--- config.mk ---
export PLATFORM = sky130hd
export DESIGN_NAME = axi4_burst_master
export DESIGN_NICKNAME = d
export VERILOG_FILES = /design/src/rtl/axi4_burst_master.sv
export SDC_FILE = /design/constraint.sdc
export NUM_CORES = 1
export LEC_CHECK = 0
export CORE_MARGIN = 3
export CORE_UTILIZATION = 39
export CTS_CLUSTER_DIAMETER = 40
export DETAILED_ROUTE_END_ITERATION = 8
export PLACE_DENSITY = 0.81
export SLEW_MARGIN = 20
export SYNTH_ARGS = -nofsm -noshare
export SYNTH_HDL_FRONTEND = slang
export SYNTH_SLANG_ARGS = --single-unit
--- constraint.sdc ---
create_clock -name ACLK -period 2.2 [get_ports ACLK]
set_input_delay 0.44 -clock ACLK [delete_from_list [all_inputs] [get_ports ACLK]]
set_output_delay 0.44 -clock ACLK [all_outputs]
set_load 0.02 [all_outputs]
--- src/rtl/axi4_burst_master.sv ---
// axi4_burst_master: AXI4 manager that turns one command (plus a write-data
// or read-data stream) into a single INCR burst on AW/W/B or AR/R.
// Only one transaction is in flight at a time.
//
// Valid/ready semantics on every channel: a transfer happens on a rising ACLK
// edge where VALID and READY are both high; a VALID source holds VALID and its
// payload stable until that edge and never waits for READY before asserting.
//
// Optional build macro AXI4_MASTER_TIMEOUT_EN: adds err_timeout and a watchdog
// that aborts a stalled transaction after TIMEOUT_CYCLES idle cycles (reported
// as rsp_valid with rsp_resp=2'b10) and flags BID/RID mismatches.
module axi4_burst_master #(
  parameter int ADDR_WIDTH     = 32,
  parameter int DATA_WIDTH     = 32,
  parameter int ID_WIDTH       = 4,
  parameter int TIMEOUT_CYCLES = 1024
) (
  input  logic                    ACLK,
  input  logic                    ARESETn,
  // command stream
  input  logic                    cmd_valid,
  output logic                    cmd_ready,
  input  logic                    cmd_write,
  input  logic [ADDR_WIDTH-1:0]   cmd_addr,
  input  logic [7:0]              cmd_len,
  input  logic [ID_WIDTH-1:0]     cmd_id,
  // write-data stream
  input  logic                    wr_valid,
  output logic                    wr_ready,
  input  logic [DATA_WIDTH-1:0]   wr_data,
  input  logic [DATA_WIDTH/8-1:0] wr_strb,
  // read-data stream
  output logic                    rd_valid,
  input  logic                    rd_ready,
  output logic [DATA_WIDTH-1:0]   rd_data,
  output logic                    rd_last,
  // completion
  output logic                    rsp_valid,
  output logic [1:0]              rsp_resp,
  // AW channel
  output logic                    AWVALID,
  input  logic                    AWREADY,
  output logic [ADDR_WIDTH-1:0]   AWADDR,
  output logic [7:0]              AWLEN,
  output logic [2:0]              AWSIZE,
  output logic [1:0]              AWBURST,
  output logic [ID_WIDTH-1:0]     AWID,
  // W channel
  output logic                    WVALID,
  input  logic                    WREADY,
  output logic [DATA_WIDTH-1:0]   WDATA,
  output logic [DATA_WIDTH/8-1:0] WSTRB,
  output logic                    WLAST,
  // B channel
  input  logic                    BVALID,
  output logic                    BREADY,
  input  logic [1:0]              BRESP,
  input  logic [ID_WIDTH-1:0]     BID,
  // AR channel
  output logic                    ARVALID,
  input  logic                    ARREADY,
  output logic [ADDR_WIDTH-1:0]   ARADDR,
  output logic [7:0]              ARLEN,
  output logic [2:0]              ARSIZE,
  output logic [1:0]              ARBURST,
  output logic [ID_WIDTH-1:0]     ARID,
  // R channel
  input  logic                    RVALID,
  output logic                    RREADY,
  input  logic [DATA_WIDTH-1:0]   RDATA,
  input  logic [1:0]              RRESP,
  input  logic                    RLAST,
  input  logic [ID_WIDTH-1:0]     RID,
  // debug view of the FSM state (encoding of state_t)
  output logic [2:0]              fsm_state
`ifdef AXI4_MASTER_TIMEOUT_EN
  ,
  output logic                    err_timeout
`endif
);

  localparam logic [2:0] AX_SIZE  = 3'($clog2(DATA_WIDTH / 8));
  localparam logic [1:0] BURST_INCR = 2'b01;

  typedef enum logic [2:0] {
    S_IDLE  = 3'd0,
    S_AW    = 3'd1,
    S_WDATA = 3'd2,
    S_BRESP = 3'd3,
    S_AR    = 3'd4,
    S_RDATA = 3'd5
  } state_t;

  state_t                state;
  logic [7:0]            len_q;
  logic [7:0]            beat_cnt;
  logic [ID_WIDTH-1:0]   id_q;
  logic [1:0]            resp_acc;
  logic [1:0]            resp_next;
  logic                  in_w, in_r;
  logic                  cmd_hs, aw_hs, w_hs, b_hs, ar_hs, r_hs;

  assign fsm_state = state;

  // Data streams pass straight through while their burst phase is active and
  // are forced low otherwise, so a reset or idle state never leaks a beat.
  assign in_w     = (state == S_WDATA);
  assign in_r     = (state == S_RDATA);
  assign WVALID   = in_w & wr_valid;
  assign wr_ready = in_w & WREADY;
  assign WDATA    = in_w ? wr_data : '0;
  assign WSTRB    = in_w ? wr_strb : '0;
  assign WLAST    = in_w & (beat_cnt == len_q);
  assign rd_valid = in_r & RVALID;
  assign RREADY   = in_r & rd_ready;
  assign rd_data  = in_r ? RDATA : '0;
  assign rd_last  = in_r & RLAST;

  assign cmd_hs = cmd_valid & cmd_ready;
  assign aw_hs  = AWVALID & AWREADY;
  assign w_hs   = WVALID & WREADY;
  assign b_hs   = BVALID & BREADY;
  assign ar_hs  = ARVALID & ARREADY;
  assign r_hs   = RVALID & RREADY;

  // Worst-so-far read response including the beat being accepted now.
  assign resp_next = (RRESP > resp_acc) ? RRESP : resp_acc;

`ifdef AXI4_MASTER_TIMEOUT_EN
  localparam int WD_W = $clog2(TIMEOUT_CYCLES + 1);
  logic [WD_W-1:0] wd_cnt;
  logic            any_hs, id_err, wd_hit;

  assign any_hs = aw_hs | w_hs | b_hs | ar_hs | r_hs;
  assign id_err = (b_hs && (BID != id_q)) || (r_hs && (RID != id_q));
  assign wd_hit = (state != S_IDLE) && !any_hs && (wd_cnt == WD_W'(TIMEOUT_CYCLES - 1));

  // Watchdog: count stalled cycles of an active burst; errors stay set until reset
  always_ff @(posedge ACLK or negedge ARESETn) begin
    if (!ARESETn) begin
      wd_cnt      <= '0;
      err_timeout <= 1'b0;
    end else begin
      if ((state == S_IDLE) || any_hs || wd_hit) wd_cnt <= '0;
      else                                       wd_cnt <= wd_cnt + WD_W'(1);
      if (wd_hit || id_err) err_timeout <= 1'b1;
    end
  end
`else
  // Response IDs are not checked in this build; the watchdog limit is unused.
  logic unused_sink;
  assign unused_sink = ^{BID, RID, id_q, (TIMEOUT_CYCLES == 0)};
`endif

  // Burst sequencer: command capture, address phases, beat counting, completion
  always_ff @(posedge ACLK or negedge ARESETn) begin
    if (!ARESETn) begin
      state     <= S_IDLE;
      cmd_ready <= 1'b0;
      rsp_valid <= 1'b0;
      rsp_resp  <= 2'b00;
      AWVALID   <= 1'b0;
      AWADDR    <= '0;
      AWLEN     <= '0;
      AWSIZE    <= '0;
      AWBURST   <= '0;
      AWID      <= '0;
      ARVALID   <= 1'b0;
      ARADDR    <= '0;
      ARLEN     <= '0;
      ARSIZE    <= '0;
      ARBURST   <= '0;
      ARID      <= '0;
      BREADY    <= 1'b0;
      len_q     <= '0;
      beat_cnt  <= '0;
      id_q      <= '0;
      resp_acc  <= 2'b00;
    end else begin
      rsp_valid <= 1'b0;
      case (state)
        S_IDLE: begin
          // cmd_ready rises one cycle after entering IDLE, so the completion
          // cycle never accepts a new command.
          if (cmd_hs) begin
            cmd_ready <= 1'b0;
            len_q     <= cmd_len;
            id_q      <= cmd_id;
            beat_cnt  <= '0;
            resp_acc  <= 2'b00;
            if (cmd_write) begin
              AWVALID <= 1'b1;
              AWADDR  <= cmd_addr;
              AWLEN   <= cmd_len;
              AWSIZE  <= AX_SIZE;
              AWBURST <= BURST_INCR;
              AWID    <= cmd_id;
              state   <= S_AW;
            end else begin
              ARVALID <= 1'b1;
              ARADDR  <= cmd_addr;
              ARLEN   <= cmd_len;
              ARSIZE  <= AX_SIZE;
              ARBURST <= BURST_INCR;
              ARID    <= cmd_id;
              state   <= S_AR;
            end
          end else begin
            cmd_ready <= 1'b1;
          end
        end
        S_AW: begin
          if (aw_hs) begin
            AWVALID <= 1'b0;
            state   <= S_WDATA;
          end
        end
        S_WDATA: begin
          if (w_hs) begin
            beat_cnt <= beat_cnt + 8'd1;
            if (beat_cnt == len_q) begin
              BREADY <= 1'b1;
              state  <= S_BRESP;
            end
          end
        end
        S_BRESP: begin
          if (b_hs) begin
            BREADY    <= 1'b0;
            rsp_valid <= 1'b1;
            rsp_resp  <= BRESP;
            state     <= S_IDLE;
          end
        end
        S_AR: begin
          if (ar_hs) begin
            ARVALID <= 1'b0;
            state   <= S_RDATA;
          end
        end
        S_RDATA: begin
          if (r_hs) begin
            beat_cnt <= beat_cnt + 8'd1;
            resp_acc <= resp_next;
            if (RLAST) begin
              rsp_valid <= 1'b1;
              rsp_resp  <= resp_next;
              state     <= S_IDLE;
            end
          end
        end
        default: state <= S_IDLE;
      endcase
`ifdef AXI4_MASTER_TIMEOUT_EN
      // A stalled burst is abandoned and reported as a slave error.
      if (wd_hit) begin
        state     <= S_IDLE;
        AWVALID   <= 1'b0;
        ARVALID   <= 1'b0;
        BREADY    <= 1'b0;
        rsp_valid <= 1'b1;
        rsp_resp  <= 2'b10;
      end
`endif
    end
  end

endmodule

==> summary.md <==
| Metric | Value |
|---|---|
| Status | finished, final reports clean |
| Setup Viol. Count Final | 0 |
| # DRC | 0 |
| GR Util All Layers | 22.0% |
| Setup crit end kind | output pin |
| Crit-path max FO | 2 |
| Die ar. | 16100 um2 |
| FMAX | 0.459 GHz |
| Boundary Pins | 318 |
| Area Overhead vs Synth | 66.0% |
| HP Class | primary input to asynchronous set/reset pin |
| Final setup margin | 19.7 ps |
| Antenna Cells | 0 |
| Crit path launch type | flip-flop |
| Wire per inst | 18.8 um |
| First-pass GRT wire length | 28000 um |
| RSZ-0062 raised after global routing | true |
| Hold_ws | 3.85 ps |
| Final ANT Viol Nets | 0 |
| Worst endpoint data arrival time | 1740 ps |
| Clk buf depth | 2 |
| Detailed placer's ending HPWL | 13700 um |
| Post-synth cell types | 53 |
| Net Switching | 5.15 mW |
| Hold Vio Cnt, Final | 0 |
| Synth Cell Area | 5710 um2 |
| Detailed-router iteration count before antenna repair | 4 |
| Clock Sinks | 118 |
| Placer Congestion | 0.956 |
| CTS tree | built |
| Worst slew margin | 65.4% |
| Iter 0 DRT Violations | 208 |
| PwrDens | 1450 nW/um2 |
| Syn Inst Count | 453 |
| Avg Synthesized Cell Area | 12.6 um2 |
| Die Width | 127 um |
| Pleak | 4.54 nW |
| Combinational Power Share | 53.2% |
| Max_cap viols | 0 |
| Effective utilization at floorplan | 40.5% |
| Largest net degree at the start of global routing | 42 |
| R2R cell count | 6 |
| TritonCTS Buffers | 17 |
| Fin crit period | 2180 ps |
| # port buffers | 303 |
| Synth warn | 0 |
| Die Ht | 127 um |
| Sw Ratio | 37.5% |
| Core area | 14100 um2 |
| Post-synth EDFFs | 0 |
| Final slew viol count | 0 |
| Synthesized flop and latch total | 118 |
| Synth Flop Type | dfrtp_1 |
| Clock Tree Root | clkbuf_16 |
| Final period util | 99.1% |
| Reg power frac | 27.8% |
| Slew @ Worst Pin | 519 ps |
| Sequential share of the synthesized area | 51.7% |
| Vias | 4918 |
| Critical path class | flip-flop to output pin |
| Fin nets | 927 |
| CP Data Required Time | 1760 ps |
| Reg-to-reg startpoint | fsm_state[1] |
| CTS clk-pin slew, worst paths | 50 ps |
| Power share of the clock group | 19.0% |
| Vias in the first global route | 5118 |
| Internal power | 8.58 mW |
| Grt total ovfl | 0 |
| H-tree Lvls | 4 |
| Vias per cell | 5.02 |
| Share of cells above drive strength 1 | 32.9% |
| Max IR drop VDD | 0.00106 V |
| Clk_lat worst skew | 420 ps |
| Ys async rst share | 100% |
| Reg2reg end | rsp_resp[1] |
| Post-Route WL | 18400 um |
| Cell row count | 43 |
| Worst R2R Setup Slack | 260 ps |
| Post-place setup slack | -103 ps |
| Antenna violations before repair | 0 |
| Worst Skew | 15.0 ps |
## logic make-up (layout without fill, tap and decap cells)
logic type               count (synthesis)  in the layout  share of synthesized area (%)
buffers and inverters                   47            389                           4.66
multiplexers                            98             98                           21.8
adder cells (fa/ha/maj)                  4              4                          0.876
XOR/XNOR                                 8              8                           1.23
flip-flops                             118            118                           51.7
other                                    1              6                         0.0656
AND/OR/NAND/NOR                        128            128                           13.5
AO/OA/AOI/OAI                           49             49                           6.20
## layer usage
metal	global-route usage (%)	share of wire, %
met4	6.06	1.0
met3	8.49	8.7
met1	26.1	40
met2	37.6	51
met5	0	0
## power by group through the flow
stage | combinational [mW] | clock (mW) | sequential (mW)
2_1_floorplan | 2.80 | 0 | 4.84
3_3_place_gp | 7.21 | 0 | 3.75
3_5_place_dp | 7.36 | 0 | 3.82
4_1_cts | 7.30 | 2.65 | 3.82
5_1_grt | 7.75 | 2.76 | 3.95
6_report | 7.31 | 2.61 | 3.82
## registers in the layout, indices dropped and copies added, names as in the netlist, 2 cells and up
signal,flops
len_q,8
resp_acc,2
ARLEN,8
AWID,4
AWLEN,8
ARADDR,32
ARID,4
rsp_resp,2
AWADDR,32
beat_cnt,8
fsm_state,3
## worst max-delay path, cell delays in order (launching register included)
cell     delay [ps]
dfrtp_1         380
xor2_1          170
nor4_2          290
buf_4           160
nand2_1          50
nor2_2          120
buf_4           150
## cell type report
cell class,count,area [um2]
well taps,180,225
fillers,1068,4610
inverters,9,33.8
clock inverters,11,100
flip-flops and latches,118,2960
repair buffers,348,3160
multi-input cells,293,2540
clock buffers,21,460
## worst max path at each step
stage,start,slack (ps),cells after the start,endpoint
6_report,beat_cnt[1],20,6,WLAST
5_1_grt,beat_cnt[1],-70,6,WLAST
4_1_cts,beat_cnt[3],-210,6,WLAST
3_5_place_dp,beat_cnt[3],-100,6,WLAST
3_3_place_gp,beat_cnt[3],-150,6,WLAST
2_1_floorplan,fsm_state[1],170,5,rd_data[10]
## cell usage in the layout (no fill, tap or decap), drive strengths merged, types with 7 or more instances in the layout
cell type / netlist / routed
inv: 9 / 10
buf: 25 / 86
mux2: 98 / 98
o31ai: 8 / 8
nand2: 12 / 12
and2: 35 / 35
o21ai: 8 / 8
clkdlybuf4s50: 0 / 227
nor2: 13 / 13
dfrtp: 118 / 118
xor2: 8 / 8
a21oi: 7 / 7
clkbuf: 13 / 55
clkinv: 0 / 7
and3: 42 / 42
## cells in the mapped netlist (5+ instances only)
library cell  instances  share of area [%]
a21oi_1               7               0.61
and2_1               35                3.8
and3_1               42                4.6
buf_2                 9               0.79
buf_4                11                1.4
buf_6                 5               0.99
clkbuf_1             13               0.85
dfrtp_1             118                 52
inv_1                 9               0.59
mux2_2               60                 12
mux2_4               38                 10
nand2_1              11               0.72
nor2_1               13               0.85
o21ai_0               6               0.53
o31ai_1               8                1.1
xor2_1                8                1.2
## per-stage QoR
stage	util (%)	instance area [um2]	instances	TNS [ps]	power, mW
global route	67.3	9480	980	-84.8	14.5
finish	67.3	9480	980	0	13.7
CTS	69.1	9750	976	-600	13.8
global placement	65.2	9180	944	-164	11.0
floorplan	-	5730	458	0	7.64
detailed placement	65.2	9180	944	-201	11.2
## repair_timing
item,in CTS,in global routing
endpoints found under the setup margin,74,67
pin swaps,0,2
gates cloned,0,3
hold endpoints to repair,0,0
hold buffers,0,0
gates resized for setup,188,88
setup buffers,0,1
No activity file was read; power rests on OpenSTA's default activity.
